--- src/rtl/dsi_hs_lane_rx_if.sv ---
// Lane-side bundle between the HS deserializer/LP detector and the aligned-byte consumer.
interface dsi_hs_lane_rx_if;
  logic       hs_active;
  logic       raw_valid;
  logic [7:0] raw_data;
  logic       out_valid;
  logic [7:0] out_data;
  logic       out_sop;
  logic       sync_det;
  logic       sync_err;
  logic       burst_end;
  logic [2:0] align_offset;
  logic       busy;

  modport master (
    output hs_active, raw_valid, raw_data,
    input  out_valid, out_data, out_sop, sync_det, sync_err, burst_end, align_offset, busy
  );

  modport slave (
    input  hs_active, raw_valid, raw_data,
    output out_valid, out_data, out_sop, sync_det, sync_err, burst_end, align_offset, busy
  );
endinterface

--- src/rtl/dsi_hs_lane_rx.sv ---
// DSI HS lane receiver: hunts the sync byte at any bit offset, then emits byte-aligned
// payload while holding back the last TRAIL_BYTES bytes of each burst (HS-trail).
//   state  | meaning
//   IDLE   | lane in LP, waiting for hs_active
//   HUNT   | searching the 16-bit window for the sync byte
//   ACTIVE | locked, aligning and delaying payload through the trail FIFO
//   FLUSH  | one cycle: drop trail bytes, pulse burst_end
//   ERROR  | sync timeout, silent until hs_active falls
module dsi_hs_lane_rx #(
  parameter int         TRAIL_BYTES  = 2,
  parameter int         SYNC_TIMEOUT = 16,
  parameter logic [7:0] SYNC_PATTERN = 8'b0001_1101
) (
  input  logic            clk_sys,
  input  logic            rst_n,
  dsi_hs_lane_rx_if.slave lane
);
  typedef enum logic [2:0] {S_IDLE, S_HUNT, S_ACTIVE, S_FLUSH, S_ERROR} state_e;

  localparam int            CW   = $clog2(TRAIL_BYTES + 1);
  localparam logic [CW-1:0] FULL = CW'(TRAIL_BYTES);
  localparam logic [7:0]    TMO  = 8'(SYNC_TIMEOUT);

  state_e        state_q, state_d;
  logic [7:0]    prev_q;
  logic [7:0]    hunt_cnt_q, hunt_cnt_d;
  logic [7:0]    fifo_q [TRAIL_BYTES];
  logic [7:0]    fifo_d [TRAIL_BYTES];
  logic [CW-1:0] cnt_q, cnt_d;
  logic          sop_pend_q, sop_pend_d;
  logic [2:0]    offset_q, offset_d;
  logic          out_valid_q, out_valid_d;
  logic [7:0]    out_data_q, out_data_d;
  logic          out_sop_q, out_sop_d;
  logic          sync_det_q, sync_det_d;
  logic          sync_err_q, sync_err_d;
  logic          burst_end_q, burst_end_d;

  logic [15:0]   window;
  logic [3:0]    msb_idx;
  logic [7:0]    aligned;
  logic          match;
  logic [2:0]    match_k;

  assign window  = {prev_q, lane.raw_data};
  assign msb_idx = 4'd15 - {1'b0, offset_q};
  assign aligned = window[msb_idx -: 8];

  // Scan from the highest offset down so the lowest matching offset wins.
  always_comb begin
    match   = 1'b0;
    match_k = '0;
    for (int k = 7; k >= 0; k--) begin
      if (window[15-k -: 8] == SYNC_PATTERN) begin
        match   = 1'b1;
        match_k = 3'(k);
      end
    end
  end

  always_comb begin
    state_d     = state_q;
    hunt_cnt_d  = hunt_cnt_q;
    fifo_d      = fifo_q;
    cnt_d       = cnt_q;
    sop_pend_d  = sop_pend_q;
    offset_d    = offset_q;
    out_valid_d = 1'b0;
    out_data_d  = out_data_q;
    out_sop_d   = 1'b0;
    sync_det_d  = 1'b0;
    sync_err_d  = 1'b0;
    burst_end_d = 1'b0;
    case (state_q)
      S_IDLE: begin
        if (lane.hs_active) begin
          state_d    = S_HUNT;
          hunt_cnt_d = '0;
        end
      end
      S_HUNT: begin
        if (!lane.hs_active) begin
          state_d = S_IDLE;
        end else if (lane.raw_valid) begin
          if (match) begin
            state_d    = S_ACTIVE;
            offset_d   = match_k;
            sync_det_d = 1'b1;
            sop_pend_d = 1'b1;
            cnt_d      = '0;
          end else begin
            hunt_cnt_d = hunt_cnt_q + 8'd1;
            if (hunt_cnt_d == TMO) begin
              state_d    = S_ERROR;
              sync_err_d = 1'b1;
            end
          end
        end
      end
      S_ACTIVE: begin
        if (!lane.hs_active) begin
          state_d     = S_FLUSH;
          burst_end_d = 1'b1;
        end else if (lane.raw_valid) begin
          if (cnt_q == FULL) begin
            out_valid_d = 1'b1;
            out_data_d  = fifo_q[0];
            out_sop_d   = sop_pend_q;
            sop_pend_d  = 1'b0;
            for (int i = 0; i < TRAIL_BYTES - 1; i++) fifo_d[i] = fifo_q[i+1];
            fifo_d[TRAIL_BYTES-1] = aligned;
          end else begin
            fifo_d[cnt_q] = aligned;
            cnt_d         = cnt_q + 1'b1;
          end
        end
      end
      S_FLUSH: begin
        cnt_d      = '0;
        hunt_cnt_d = '0;
        state_d    = lane.hs_active ? S_HUNT : S_IDLE;
      end
      S_ERROR: begin
        if (!lane.hs_active) state_d = S_IDLE;
      end
      default: state_d = S_IDLE;
    endcase
  end

  always_ff @(posedge clk_sys or negedge rst_n) begin
    if (!rst_n) begin
      state_q     <= S_IDLE;
      prev_q      <= '0;
      hunt_cnt_q  <= '0;
      cnt_q       <= '0;
      sop_pend_q  <= 1'b0;
      offset_q    <= '0;
      out_valid_q <= 1'b0;
      out_data_q  <= '0;
      out_sop_q   <= 1'b0;
      sync_det_q  <= 1'b0;
      sync_err_q  <= 1'b0;
      burst_end_q <= 1'b0;
      for (int i = 0; i < TRAIL_BYTES; i++) fifo_q[i] <= '0;
    end else begin
      state_q     <= state_d;
      if (lane.raw_valid) prev_q <= lane.raw_data;
      hunt_cnt_q  <= hunt_cnt_d;
      cnt_q       <= cnt_d;
      sop_pend_q  <= sop_pend_d;
      offset_q    <= offset_d;
      out_valid_q <= out_valid_d;
      out_data_q  <= out_data_d;
      out_sop_q   <= out_sop_d;
      sync_det_q  <= sync_det_d;
      sync_err_q  <= sync_err_d;
      burst_end_q <= burst_end_d;
      fifo_q      <= fifo_d;
    end
  end

  assign lane.out_valid    = out_valid_q;
  assign lane.out_data     = out_data_q;
  assign lane.out_sop      = out_sop_q;
  assign lane.sync_det     = sync_det_q;
  assign lane.sync_err     = sync_err_q;
  assign lane.burst_end    = burst_end_q;
  assign lane.align_offset = offset_q;
  assign lane.busy         = (state_q != S_IDLE);
endmodule

--- src/flat_wrapper.sv ---
// flat-port wrapper written by rule: the top's interface ports become plain ports
module dsi_hs_lane_rx_flat 
#(
  parameter int         TRAIL_BYTES  = 2,
  parameter int         SYNC_TIMEOUT = 16,
  parameter logic [7:0] SYNC_PATTERN = 8'b0001_1101
)
  (clk_sys, rst_n, lane_hs_active, lane_raw_valid, lane_raw_data, lane_out_valid, lane_out_data, lane_out_sop, lane_sync_det, lane_sync_err, lane_burst_end, lane_align_offset, lane_busy);
  dsi_hs_lane_rx_if lane_i ();
  input  logic clk_sys;
  input  logic rst_n;
  input wire logic [$bits(lane_i.hs_active)-1:0] lane_hs_active;
  input wire logic [$bits(lane_i.raw_valid)-1:0] lane_raw_valid;
  input wire logic [$bits(lane_i.raw_data)-1:0] lane_raw_data;
  output wire logic [$bits(lane_i.out_valid)-1:0] lane_out_valid;
  output wire logic [$bits(lane_i.out_data)-1:0] lane_out_data;
  output wire logic [$bits(lane_i.out_sop)-1:0] lane_out_sop;
  output wire logic [$bits(lane_i.sync_det)-1:0] lane_sync_det;
  output wire logic [$bits(lane_i.sync_err)-1:0] lane_sync_err;
  output wire logic [$bits(lane_i.burst_end)-1:0] lane_burst_end;
  output wire logic [$bits(lane_i.align_offset)-1:0] lane_align_offset;
  output wire logic [$bits(lane_i.busy)-1:0] lane_busy;
  assign lane_i.hs_active = lane_hs_active;
  assign lane_i.raw_valid = lane_raw_valid;
  assign lane_i.raw_data = lane_raw_data;
  assign lane_out_valid = lane_i.out_valid;
  assign lane_out_data = lane_i.out_data;
  assign lane_out_sop = lane_i.out_sop;
  assign lane_sync_det = lane_i.sync_det;
  assign lane_sync_err = lane_i.sync_err;
  assign lane_burst_end = lane_i.burst_end;
  assign lane_align_offset = lane_i.align_offset;
  assign lane_busy = lane_i.busy;
  dsi_hs_lane_rx #(.TRAIL_BYTES(TRAIL_BYTES), .SYNC_TIMEOUT(SYNC_TIMEOUT), .SYNC_PATTERN(SYNC_PATTERN)) u_core (.clk_sys(clk_sys), .rst_n(rst_n), .lane(lane_i));
endmodule
--- config.mk ---
export PLATFORM = sky130hd
export DESIGN_NAME = dsi_hs_lane_rx_flat
export DESIGN_NICKNAME = d
export VERILOG_FILES = /design/src/rtl/dsi_hs_lane_rx_if.sv /design/src/rtl/dsi_hs_lane_rx.sv /design/src/flat_wrapper.sv
export SDC_FILE = /design/constraint.sdc
export NUM_CORES = 1
export LEC_CHECK = 0
export CAP_MARGIN = 20
export CORE_MARGIN = 3
export CORE_UTILIZATION = 50
export CTS_BUF_LIST = sky130_fd_sc_hd__clkbuf_4
export DETAILED_ROUTE_END_ITERATION = 7
export DONT_BUFFER_PORTS = 1
export SLEW_MARGIN = 20
export SYNTH_ARGS = -nofsm -noshare
export SYNTH_HDL_FRONTEND = slang
export SYNTH_SLANG_ARGS = --single-unit
export TNS_END_PERCENT = 5
--- constraint.sdc ---
create_clock -name clk_sys -period 2.1 [get_ports clk_sys]
set_input_delay 0.525 -clock clk_sys [delete_from_list [all_inputs] [get_ports clk_sys]]
set_output_delay 0.525 -clock clk_sys [all_outputs]
set_load 0.05 [all_outputs]
==> impl_metrics.yaml <==
global_routing:
  grt_use_total_pct: 18.0
  grt-ovfl-total: 0
  grt_max_degree: 55
  antenna_found_initial: 0
  grt_pass1_wl_um: 10500
  grt_pass1_vias: 2075
hold_path:
  hold_class: "input port to flop"
pwr:
  power_frac_comb_pct: 16.4
  ir_drop_mv: 0.361
  seqPwrFrac_pct: 56.4
  swShare_pct: 26.8
  finalPower_w: 0.00204
  leakagePower_nw: 1.47
  power.internal_w: 0.00149
  clockPowerShare_pct: 27.2
  p_sw_w: 0.000545
  p_per_area_nw_per_um2: 606
yosys:
  synth_top_area_share_pct: 43.6
  syn_inst: 271
  avgSynthCellArea_um2: 11.4
  synth_common_cells: "54 x dfrtp_1, 34 x nor2_1, 20 x mux2_2"
  synth_cell_type_count: 52
  syn-cell-area_um2: 3100
  synth_edf_count: 0
  synth.most_common_cell: "dfrtp_1"
  seq_area_frac_synth_pct: 43.6
  yosys-top-cells-area: "dfrtp_1 44%, mux2_2 7.3%, mux4_1 5.9%, nor2_1 4.1%, and4bb_2 4.0%"
  ys_ff_latch: 54
  async_reset_ff_share_pct: 100
  yosysWarnings: 0
  synthesis.nets: 288
  synth.largest_area_cell: "dfrtp_1"
  yosys_most_used_dff: "dfrtp_1"
placed_design:
  io_buffers: 0
  dp_hpwl_um: 4210
  post_dp_cell_area_um2: 3230
  gp_congestion: 0.806
route:
  firstDrtPassIters: 6
  drc: 0
  dr_total_vias: 2185
  drt_wl_total_um: 6080
  vias_per_cell: 6.15
  wl_per_cell_um: 17.1
  ant_nets: 0
  drtIter0Drc: 53
final_layout:
  diodes: 0
  fin_nets: 297
  finish.instance_area_um2: 3360
  syn2layout_area_growth_pct: 8.31
  drive_above_1_share_pct: 29.3
  final_util_pct: 56.4
  n_fill_cell: 515
sta:
  hold_viol: 0
  finalSetupViolCount: 0
  worst_pin_slew_ns: 0.539
  setup_tns_ns: 0
  slew_headroom_pct: 63.9
  drv_slew: 0
  clock.fmax_mhz: 504
  finalCriticalPeriod_ns: 1.98
  fin_crit_sh_pct: 94.5
  fin_hold_ws_ns: 0.211
  skew_ns: 0.00444
  rsz0062_at_grt: "no"
clocking:
  htreeDepth: 2
  post_cts_buffers: 0
  clockBufferDepth: 2
  clock_sinks: 54
  cts_tree: "done"
  numCtsBuffers: 5
  cts-root-buf: "clkbuf_4"
  clk_pin_slew_worst_paths_ns: 0.15
  worstSkewPairLatency_ns: 0.36
worst_setup_path:
  crit_path_cell_trace: "and4bb_1 > o21ai_4 > nand4_4 > a211o_4 > a221o_1"
  timing.critical_path.max_delay_family: "compound AO/OA/AOI/OAI gates"
  critPathArrivalTime_ns: 2.25
  cp.required_ns: 2.36
  max_stage_delay_ns: 0.50
  cp.buffers_inverters: 0
  worstSetupPathType: "flop to flop"
  cp_max_fo: 9
  crit_path_end_kind: "flop"
  critPathSlowestCell: "dfrtp_2"
  critPathLaunchType: "flop"
floorplan:
  start_util_pct: 52.1
  num_rows: 28
  dieWidth_um: 84.7
  dieHeight_um: 84.7
  ios: 29
  dieArea_um2: 7180
  core_um2: 5960
job:
  max_cap_violations: 0
status:
  status: "finished, final reports clean"
area by class of cell:
cell class,instances,area (um2),share of cell area (%)
Clock buffer,5,37.5,1.12
Inverter,5,18.8,0.559
Timing Repair Buffer,17,150,4.47
Multi-Input combinational cell,197,1670,49.6
Clock inverter,2,33.8,1.01
Tap cell,75,93.8,2.79
Sequential cell,54,1360,40.4
state kept, by name, indices dropped and copies added (netlist names):
name and count:
u_core.hunt_cnt_q 8, u_core.lane.burst_end 1, u_core.lane.align_offset 3, u_core.prev_q 8
u_core.lane.sync_err 1, u_core.lane.out_data 8, u_core.lane.sync_det 1, u_core.cnt_q 2
u_core.fifo_q 16, u_core.lane.out_sop 1, u_core.sop_pend_q 1, u_core.state_q 3
u_core.lane.out_valid 1
power by group through the flow:
stage               Clock (W)  Sequential (W)  Combinational, W
floorplan                   0         0.00114          0.000256
global placement            0         0.00116          0.000303
detailed placement          0         0.00117          0.000304
CTS                  0.000579         0.00115          0.000334
global route         0.000618         0.00116          0.000369
finish               0.000553         0.00115          0.000335
cell families (layout without fill, tap and decap cells):
kind of cell / after synthesis / in the layout / synth area share (%)
AND/OR/NAND/NOR: 92 / 92 / 17.5
AO/OA/AOI/OAI: 56 / 56 / 13.2
flip-flops: 54 / 54 / 43.6
multiplexers: 42 / 42 / 20.1
buffers and inverters: 20 / 29 / 3.11
adder cells (fa/ha/maj): 5 / 5 / 2.02
XOR/XNOR: 2 / 2 / 0.565
metal layers:
| metal | vias to the layer above | track usage [%] | part of all wire (%) |
|---|---|---|---|
| met4 | 0 | 4.75 | 1.5 |
| met2 | 41 | 28.0 | 46 |
| met5 | - | 0 | 0 |
| met3 | 8 | 4.02 | 3.7 |
| met1 | 1090 | 25.6 | 49 |
| li1 | 1046 | - | - |
worst reg2reg max path: cells and delay by family, from the launching register on:
kind | cells | cell delay [ns]
flops | 1 | 0.50
simple gates | 2 | 0.42
compound gates | 3 | 0.97
final timing paths:
kind,startpoint,end,slack [ns],depth (start not counted)
setup / recovery,u_core.prev_q[2]$_DFFE_PN0P_,u_core.hunt_cnt_q[3]$_DFFE_PN0P_,0.12,5
hold / removal,lane_hs_active,u_core.lane.burst_end$_DFF_PN0_,0.21,1
setup reg to reg,u_core.prev_q[2]$_DFFE_PN0P_,u_core.hunt_cnt_q[3]$_DFFE_PN0P_,0.12,5
min in group asynchronous,rst_n,u_core.lane.sync_err$_DFF_PN0_,0.69,2
hold reg to reg,u_core.fifo_q[4]$_DFFE_PN0P_,u_core.fifo_q[4]$_DFFE_PN0P_,0.50,2
max in group asynchronous,rst_n,u_core.lane.align_offset[0]$_DFFE_PN0P_,1.18,2
through the flow:
step / setup WS (ns) / cells
finish: 0.116 / 355
global route: 0.00823 / 355
CTS: 0.0251 / 355
detailed placement: 0.0475 / 346
global placement: 0.0812 / 346
floorplan: 0.137 / 271
placed cells by master (no fill, tap or decap), drive strengths merged, types with 4 or more instances in the layout:
cell type / count
mux2i: 10
dfrtp: 54
nor2: 34
o21ai: 17
o22ai: 8
ha: 5
buf: 16
nor2b: 4
and4bb: 12
clkbuf: 5
nand3: 5
nand2: 18
mux2: 20
a31oi: 9
inv: 5
mux4: 12
repair_timing:
action | 4_1_cts | 5_1_grt
hold buffers | 2 | 0
hold endpoints to repair | 54 | 0
resized for setup | 0 | 7
endpoints found under the setup margin | 0 | 9
No activity file was read; power rests on OpenSTA's default activity.
==> RTL edit: new RTL, same flow settings <==
Make the reset (`rst_n`) synchronous in one clocked block.
--- a/src/rtl/dsi_hs_lane_rx.sv
+++ b/src/rtl/dsi_hs_lane_rx.sv
@@ -127,7 +127,7 @@
     endcase
   end
 
-  always_ff @(posedge clk_sys or negedge rst_n) begin
+  always_ff @(posedge clk_sys) begin
     if (!rst_n) begin
       state_q     <= S_IDLE;
       prev_q      <= '0;
Check against the original RTL: differs if rst_n is asserted again (counterexample within 4 cycles, from zero or initial values and one cycle with rst_n low); with rst_n held inactive, the same outputs for 10 cycles.
==> RTL edit against the original RTL <==
  * Wire length increased by 9.5%
  * Count of clock-buffer cells in the layout did not move
  * Cell area is 3.8% lower
  * Non-clock buffer count fell by 5
  * Area after synthesis is 1.2% higher
  * Clock skew up 0.016 ns
  * Critical path depth shrank 4
  * Highest routed layer unchanged
  * Critical endpoint is now lane_busy
  * Sequential cell count stayed put
  * Hold slack got worse by 0.00055 ns
  * Global-route usage increased by 1.3 points
  * Worst setup slack got worse by 0.00086 ns
Power is not compared: it rests on default switching activity, and its combinational part moved more than twofold at a synthesized area within 25%.
==> RTL edit: results (changes against the original RTL) <==
[global_route]
met1_usage=0.291  ; +0.0346
track_usage=0.193  ; +0.0129
grt_pass1_wl_mm=11.5  ; +8.8%
antenna_found_initial=0  ; unchanged
grtUsageMet3=0.0359  ; -0.00431
use_met2=0.278  ; -0.00217
grt_max_degree=32  ; -42%
grt_pass1_vias=2266  ; +9.2%

[cells_and_area]
clk_share=0.0163  ; -0.00497
buffer_area_frac=0.0279  ; -0.0168
regMostFlops=u_core.fifo_q
inv_count=6  ; +1
nNonClkBuffers=12  ; -5
drive_above_1_share=0.191  ; -0.101
diodes=0  ; unchanged
seq_share=0.335  ; -0.0696
flops_and_latches=54  ; unchanged
fillers=554  ; +7.6%
nMultiInputCombCells=245  ; +24%
multi_input_area_share=0.585  ; +0.0889

[routing]
finalWirelength_mm=6.66  ; +9.5%
routed_via_density=6.07  ; -1.4%
drtIter0Drc=165  ; +210%
dr.pass1.iters=4  ; -2

[cts]
clkLatencyLatePin_ns=0.38  ; +0.02 ns
htree_num_levels=2  ; unchanged
cts_resized=0  ; unchanged
cts_setup_buffers=0  ; unchanged
path_clk_slew_ns=0.15  ; about the same
cts_root_buffer=clkbuf_4

[sta]
tightest_slew_ns=0.519  ; -0.0205 ns
skew_ns=0.0208  ; +0.0164 ns
finalWorstSetupSlack_ns=0.115  ; -0.000859 ns

[setup_path]
cpMaxStageDelayCell=dfxtp_1
crit_arrival_ns=1.46  ; -0.79 ns
critPathMaxFanout=10  ; +1
path_delay_family=flip-flops
critPathMaxStageDelay_ns=0.62  ; +0.12 ns

[power]
max-vdd-ir-drop_mv=0.304
p_leak_nw=1.23

[synthesis]
synth_area_leaders=dfxtp_1, mux2i_1, mux4_2, and4bb_2, nor2_1
synth-async-reset-ratio=0  ; -1.00
syn_nets=342  ; +19%
ys_seq_area_frac=0.345  ; -0.0912
synth_common_cells=dfxtp_1, nor2_1, mux2i_1
synth_cell_type_count=67  ; +29%

[placement]
place.gp.congestion=0.798  ; -1.0%
place_hpwl_mm=4.77  ; +13%
place_ws_ns=0.201  ; +0.153 ns

[status]
outcome=completed

## RTL edit: cell types whose count changed in the layout (fill, tap and decap cells not counted), sizes merged, moves of 4 or more
cell / unedited run / this run
dfxtp: 0 / 54
mux2: 20 / 1
dfrtp: 54 / 0
and2: 2 / 11
o22ai: 8 / 0
o21ai: 17 / 25
buf: 16 / 12
nor3: 1 / 5
a21oi: 3 / 22
nand2: 18 / 26
a31oi: 9 / 2
mux2i: 10 / 27
## RTL edit: power breakdown
| part | leakage (nW) | total [mW] | switching, mW | internal, mW |
|---|---|---|---|---|
| sequential | 0.437 | 1.06 | 0.0234 | 1.04 |
| combinational | 0.768 | 0.141 | 0.0716 | 0.0698 |
| clock | 0.0233 | 0.453 | 0.329 | 0.124 |
## RTL edit: path summary, 6_finish.rpt
| path | endpoint | slack, ns | start |
|---|---|---|---|
| worst max-delay path | lane_busy | 0.12 | u_core.state_q[2] |
| worst max register to register | u_core.state_q[0] | 0.16 | u_core.prev_q[0] |
| worst min register to register | u_core.fifo_q[0] | 0.47 | u_core.fifo_q[0] |
| worst min-delay path | u_core.lane.burst_end | 0.21 | lane_hs_active |
## RTL edit: routing by layer
layer / wire length (µm) / vias up
met1: 3430 / 1156
li1: - / 1204
met2: 2870 / 54
met4: 97 / 0
met5: 0 / -
met3: 263 / 8
## RTL edit: cell families (layout without fill, tap and decap cells)
family,Yosys count,count (layout),share of synthesized area
AOI/OAI and AO/OA,77,77,0.169
muxes,40,40,0.178
xor gates and xnor gates,3,3,0.00838
DFF,54,54,0.345
buffers and inverters,26,25,0.0526
adders and majority gates,5,5,0.0199
and+or+nand+nor,120,120,0.227
## RTL edit: through the flow
stage | instance area (µm²) | instances
floorplan | 3140 | 325
global placement | 3180 | 392
detailed placement | 3180 | 392
CTS | 3230 | 399
global route | 3230 | 399
finish | 3230 | 399
